==> src/rtl/div_coproc.sv <==
// div_coproc: sequential signed restoring divider sharing the CPU ALU for trial subtraction.
//
// Ports:
//   clk, rst        clock (rising edge), asynchronous active-high reset
//   start           start_div pulse from the arbiter, honoured only in IDLE
//   sel_rem         0 selects quotient (DIV_Q), 1 selects remainder (DIV_R) onto result
//   dividend        signed numerator, latched at start
//   divisor         signed denominator, latched at start
//   alu_x, alu_y    shared ALU operands, driven only while iterating, else 0
//   alu_out         shared ALU difference alu_x - alu_y
//   busy            high in every state except IDLE
//   done            one-cycle completion pulse
//   quotient        signed quotient, held until the next accepted start
//   remainder       signed remainder (sign of dividend), held likewise
//   result          quotient or remainder according to the latched sel_rem
//   div_by_zero     set alongside done when the divisor was zero
module div_coproc #(
    parameter int WIDTH = 16
) (
    input  logic             clk,
    input  logic             rst,
    input  logic             start,
    input  logic             sel_rem,
    input  logic [WIDTH-1:0] dividend,
    input  logic [WIDTH-1:0] divisor,
    output logic [WIDTH-1:0] alu_x,
    output logic [WIDTH-1:0] alu_y,
    input  logic [WIDTH-1:0] alu_out,
    output logic             busy,
    output logic             done,
    output logic [WIDTH-1:0] quotient,
    output logic [WIDTH-1:0] remainder,
    output logic [WIDTH-1:0] result,
    output logic             div_by_zero
);
    localparam int CW = $clog2(WIDTH);

    typedef enum logic [2:0] {IDLE, PREP, ITER, FIX, DONE} state_t;

    state_t           state_q, state_d;
    logic [WIDTH-1:0] dvd_q, dvd_d;
    logic [WIDTH-1:0] dvs_q, dvs_d;
    logic             sel_q, sel_d;
    logic [WIDTH-1:0] n_q, n_d;
    logic [WIDTH-1:0] m_q, m_d;
    logic [WIDTH-1:0] r_q, r_d;
    logic [CW-1:0]    cnt_q, cnt_d;
    logic             qneg_q, qneg_d;
    logic             rneg_q, rneg_d;
    logic [WIDTH-1:0] quo_q, quo_d;
    logic [WIDTH-1:0] rem_q, rem_d;
    logic             dbz_q, dbz_d;
    logic [WIDTH-1:0] trial;
    logic             ge;

    // n_q holds the dividend magnitude and shifts left each step; the freed
    // LSB collects quotient bits, so after the last step it is |quotient|.
    assign trial = {r_q[WIDTH-2:0], n_q[WIDTH-1]};
    assign ge    = trial >= m_q;

    assign alu_x       = (state_q == ITER) ? trial : '0;
    assign alu_y       = (state_q == ITER) ? m_q : '0;
    assign busy        = state_q != IDLE;
    assign done        = state_q == DONE;
    assign quotient    = quo_q;
    assign remainder   = rem_q;
    assign result      = sel_q ? rem_q : quo_q;
    assign div_by_zero = dbz_q;

    always_comb begin
        state_d = state_q;
        dvd_d   = dvd_q;
        dvs_d   = dvs_q;
        sel_d   = sel_q;
        n_d     = n_q;
        m_d     = m_q;
        r_d     = r_q;
        cnt_d   = cnt_q;
        qneg_d  = qneg_q;
        rneg_d  = rneg_q;
        quo_d   = quo_q;
        rem_d   = rem_q;
        dbz_d   = dbz_q;
        case (state_q)
            IDLE: if (start) begin
                dvd_d   = dividend;
                dvs_d   = divisor;
                sel_d   = sel_rem;
                quo_d   = '0;
                rem_d   = '0;
                dbz_d   = 1'b0;
                state_d = PREP;
            end
            PREP: begin
                // Negating 0x8000 yields 0x8000, which is its correct unsigned magnitude.
                n_d    = dvd_q[WIDTH-1] ? -dvd_q : dvd_q;
                m_d    = dvs_q[WIDTH-1] ? -dvs_q : dvs_q;
                qneg_d = dvd_q[WIDTH-1] ^ dvs_q[WIDTH-1];
                rneg_d = dvd_q[WIDTH-1];
                r_d    = '0;
                cnt_d  = '0;
                if (dvs_q == '0) begin
                    quo_d   = '1;
                    rem_d   = dvd_q;
                    dbz_d   = 1'b1;
                    state_d = DONE;
                end else begin
                    state_d = ITER;
                end
            end
            ITER: begin
                r_d   = ge ? alu_out : trial;
                n_d   = {n_q[WIDTH-2:0], ge};
                cnt_d = cnt_q + 1'b1;
                state_d = (cnt_q == CW'(WIDTH - 1)) ? FIX : ITER;
            end
            FIX: begin
                quo_d   = qneg_q ? -n_q : n_q;
                rem_d   = rneg_q ? -r_q : r_q;
                state_d = DONE;
            end
            DONE:    state_d = IDLE;
            default: state_d = IDLE;
        endcase
    end

    always_ff @(posedge clk or posedge rst) begin
        if (rst) begin
            state_q <= IDLE;
            dvd_q   <= '0;
            dvs_q   <= '0;
            sel_q   <= 1'b0;
            n_q     <= '0;
            m_q     <= '0;
            r_q     <= '0;
            cnt_q   <= '0;
            qneg_q  <= 1'b0;
            rneg_q  <= 1'b0;
            quo_q   <= '0;
            rem_q   <= '0;
            dbz_q   <= 1'b0;
        end else begin
            state_q <= state_d;
            dvd_q   <= dvd_d;
            dvs_q   <= dvs_d;
            sel_q   <= sel_d;
            n_q     <= n_d;
            m_q     <= m_d;
            r_q     <= r_d;
            cnt_q   <= cnt_d;
            qneg_q  <= qneg_d;
            rneg_q  <= rneg_d;
            quo_q   <= quo_d;
            rem_q   <= rem_d;
            dbz_q   <= dbz_d;
        end
    end
endmodule

==> config.mk <==
export PLATFORM = sky130hd
export DESIGN_NAME = div_coproc
export DESIGN_NICKNAME = d
export VERILOG_FILES = /design/src/rtl/div_coproc.sv
export SDC_FILE = /design/constraint.sdc
export NUM_CORES = 1
export LEC_CHECK = 0
export ABC_AREA = 0
export BUFFER_PORTS_ARGS = -buffer_cell sky130_fd_sc_hd__buf_4
export CELL_PAD_IN_SITES_DETAIL_PLACEMENT = 1
export CELL_PAD_IN_SITES_GLOBAL_PLACEMENT = 1
export CORE_MARGIN = 2
export CORE_UTILIZATION = 46
export DETAILED_ROUTE_END_ITERATION = 12
export MAX_ROUTING_LAYER = met4
export PLACE_DENSITY_LB_ADDON = 0.08
export SKIP_CTS_REPAIR_TIMING = 1
export SYNTH_ARGS = -nofsm -noshare
export SYNTH_HDL_FRONTEND = slang
export SYNTH_SLANG_ARGS = --single-unit
==> constraint.sdc <==
create_clock -name clk -period 8.8 [get_ports clk]
set_input_delay 1.76 -clock clk [delete_from_list [all_inputs] [get_ports clk]]
set_output_delay 1.76 -clock clk [all_outputs]
set_load 0.01 [all_outputs]
==> results.yml <==
sta:
  tightest_slew_ps: 1080
  maxSlewViolCount: 0
  period_needed_ps: 4800
  fin_skew_ps: 6.92
  slew_headroom: 0.271
  tns_ps: 0
  setup_ws_ps: 4000
  max_freq_mhz: 208
  period_share: 0.545
  setup_violations: 0
  rsz0062_at_grt: "false"
  hold_violations: 0
placed_design:
  hpwlAfterDp_um: 16400
  io_buffers: 134
  dp_cells: 1016
  dp_slack_ps: 4540
  gp_congestion: 0.921
layout:
  seqCellArea_mm2: 0.00308
  multi_input_area_mm2: 0.00371
  instances_no_fill: 1046
  nets: 920
  drive_above_1_share: 0.266
  diodes: 0
  n_fill_cell: 1719
  mostFrequentLayoutCells: "buf_4, dfrtp_1, nand2_1"
  final_common_cell: "buf_4"
  syn_to_final_growth_pct: 23.9
clocking:
  root_buffer: "clkbuf_16"
  cts_tree: "done"
  cts_buffers: 17
  cts_max_level: 4
  clk_pin_slew_ps: 50
  clock_sinks: 123
  clockBufferDepth: 2
  worst_skew_pair.late_latency_ps: 420
synth:
  synth.cell_area_mm2: 0.00709
  synthTopCellsByArea: "dfrtp_1, mux2_2, xor2_1"
  synth.avg_cell_area_um2: 9.65
  ys.warnings.count: 0
  yosysTopAreaCell: "dfrtp_1"
  synth_cell_types: 53
  yosysSeqAreaShare: 0.434
  dominantRegCellSynth: "dfrtp_1"
  synth_top_area_share: 0.434
  async_flop_share: 1.00
  syn_inst: 734
  synth_edf_count: 0
  syn_nets: 807
  ys_seq_elements: 123
global_route:
  antenna_found_initial: 0
  grt_pass1_vias: 6457
  track_usage: 0.295
  grt_pass1_wl_um: 36000
  grt_max_degree: 79
  gr-total-overflow: 0
routing:
  totalWireLength_um: 22800
  first_pass_iters: 5
  drc_errors: 0
  drt_iter0_markers: 504
  vias: 6309
  antenna_left: 0
  wl_per_cell_um: 21.8
  viasPerCell: 6.03
power_and_ir_drop:
  power_density_mw_per_mm2: 410
  leakagePower_nw: 4.02
  peakVddDrop_mv: 0.187
run:
  max_cap_violations: 0
hold_path:
  worstHoldStart: "m_q[11]"
  hold_depth: 2
  hold_class: "flop to flop"
critical_path:
  r2r_slack_ps: 5190
  endpoint_kind: "primary output"
  cp.required_ps: 7040
  crit_end: "alu_x[2]"
  worstSetupPathType: "flop to primary output"
  r2r.worst_path.cells: 5
  arrival_ps: 3040
  crit_path_max_incr_delay_ps: 800
  r2r-end: "r_q[11]"
  crit_fanout: 23
  critPathSlowestCell: "nor2_1"
  startpoint: "state_q[2]"
  crit_top_cell: "nor2_1"
  crit_chain: "nor2_1 -> nand2_1 -> nor2_1 -> buf_4"
  cp-start-kind: "flop"
  r2r-start: "state_q[2]"
die:
  core_area_mm2: 0.0151
  rows: 45
  dieArea_mm2: 0.0164
  io_pins: 135
  die_w_um: 128
  initial_core_util: 0.468
  die_h_um: 128
outcome:
  status: "finished, final reports clean"
-- layout make-up --
class / count / share of cell area
Inverter: 31 / 0.0135
Clock inverter: 7 / 0.0130
Tap cell: 188 / 0.0268
Sequential cell: 123 / 0.350
Clock buffer: 23 / 0.0544
Timing Repair Buffer: 140 / 0.120
Multi-Input combinational cell: 534 / 0.422
-- per-stage QoR --
stage | hold slack (ps) | util | instance area [um2] | total power [mW]
detailed placement | 474 | 0.541 | 8190 | 2.86
CTS | 487 | 0.580 | 8780 | 3.60
global placement | 467 | 0.541 | 8190 | 2.77
global route | 519 | 0.580 | 8780 | 3.85
finish | 477 | 0.580 | 8780 | 3.60
floorplan | 450 | - | 7090 | 2.22
-- state kept, by name, summed over array words and instances (netlist names) --
name / count
dvs_q: 16
r_q: 16
m_q: 16
div_by_zero: 1
qneg_q: 1
cnt_q: 4
rneg_q: 1
n_q: 16
dvd_q: 16
remainder: 16
sel_q: 1
quotient: 16
state_q: 3
-- metal layers --
layer / track usage / vias to the layer above / part of all wire
li1: - / 2912 / -
met1: 0.387 / 3184 / 0.45
met2: 0.464 / 182 / 0.48
met3: 0.0538 / 31 / 0.044
met4: 0.0989 / 0 / 0.020
met5: - / - / 0
-- worst min-delay path by stage --
stage / end / slack (ps)
after floorplan: m_q[10] / 450
after global placement: m_q[8] / 470
after detailed placement: m_q[4] / 470
after CTS: m_q[4] / 490
after global routing: m_q[2] / 520
final: m_q[11] / 480
-- synthesized netlist by cell type (6+ instances only) --
library cell  instances
dfrtp_1             123
nand2_1              61
nor2_1               60
o21ai_0              56
mux2_2               52
clkbuf_1             35
xor2_1               34
a21oi_1              33
inv_1                31
a221o_1              22
ha_1                 21
xnor2_1              17
a31oi_1              16
and3_1               16
o41ai_1              12
or3_1                12
or4_1                11
o31ai_1              10
nor3_1                9
a22o_1                8
a22oi_1               6
buf_1                 6
o211ai_1              6
o22a_1                6
-- critical path, delay by kind of cell, from the launching register on --
kind / cells / cell delay, ps
AND/OR/NAND/NOR: 3 / 1820
flip-flops: 1 / 610
buffers and inverters: 1 / 170
-- cell families after synthesis --
group	Yosys count	share of synthesized area
xor gates and xnor gates	51	0.0630
buffers and inverters	77	0.0434
muxes	57	0.0897
and+or+nand+nor	204	0.139
DFF	123	0.434
AOI/OAI and AO/OA	201	0.194
adders and majority gates	21	0.0371
-- power by group --
group / internal, mW / switching, mW
Combinational: 0.754 / 0.944
Sequential: 0.810 / 0.380
Clock: 0.464 / 0.248
Total: 2.03 / 1.57
Note: power is estimated with default switching activity, not from simulation.
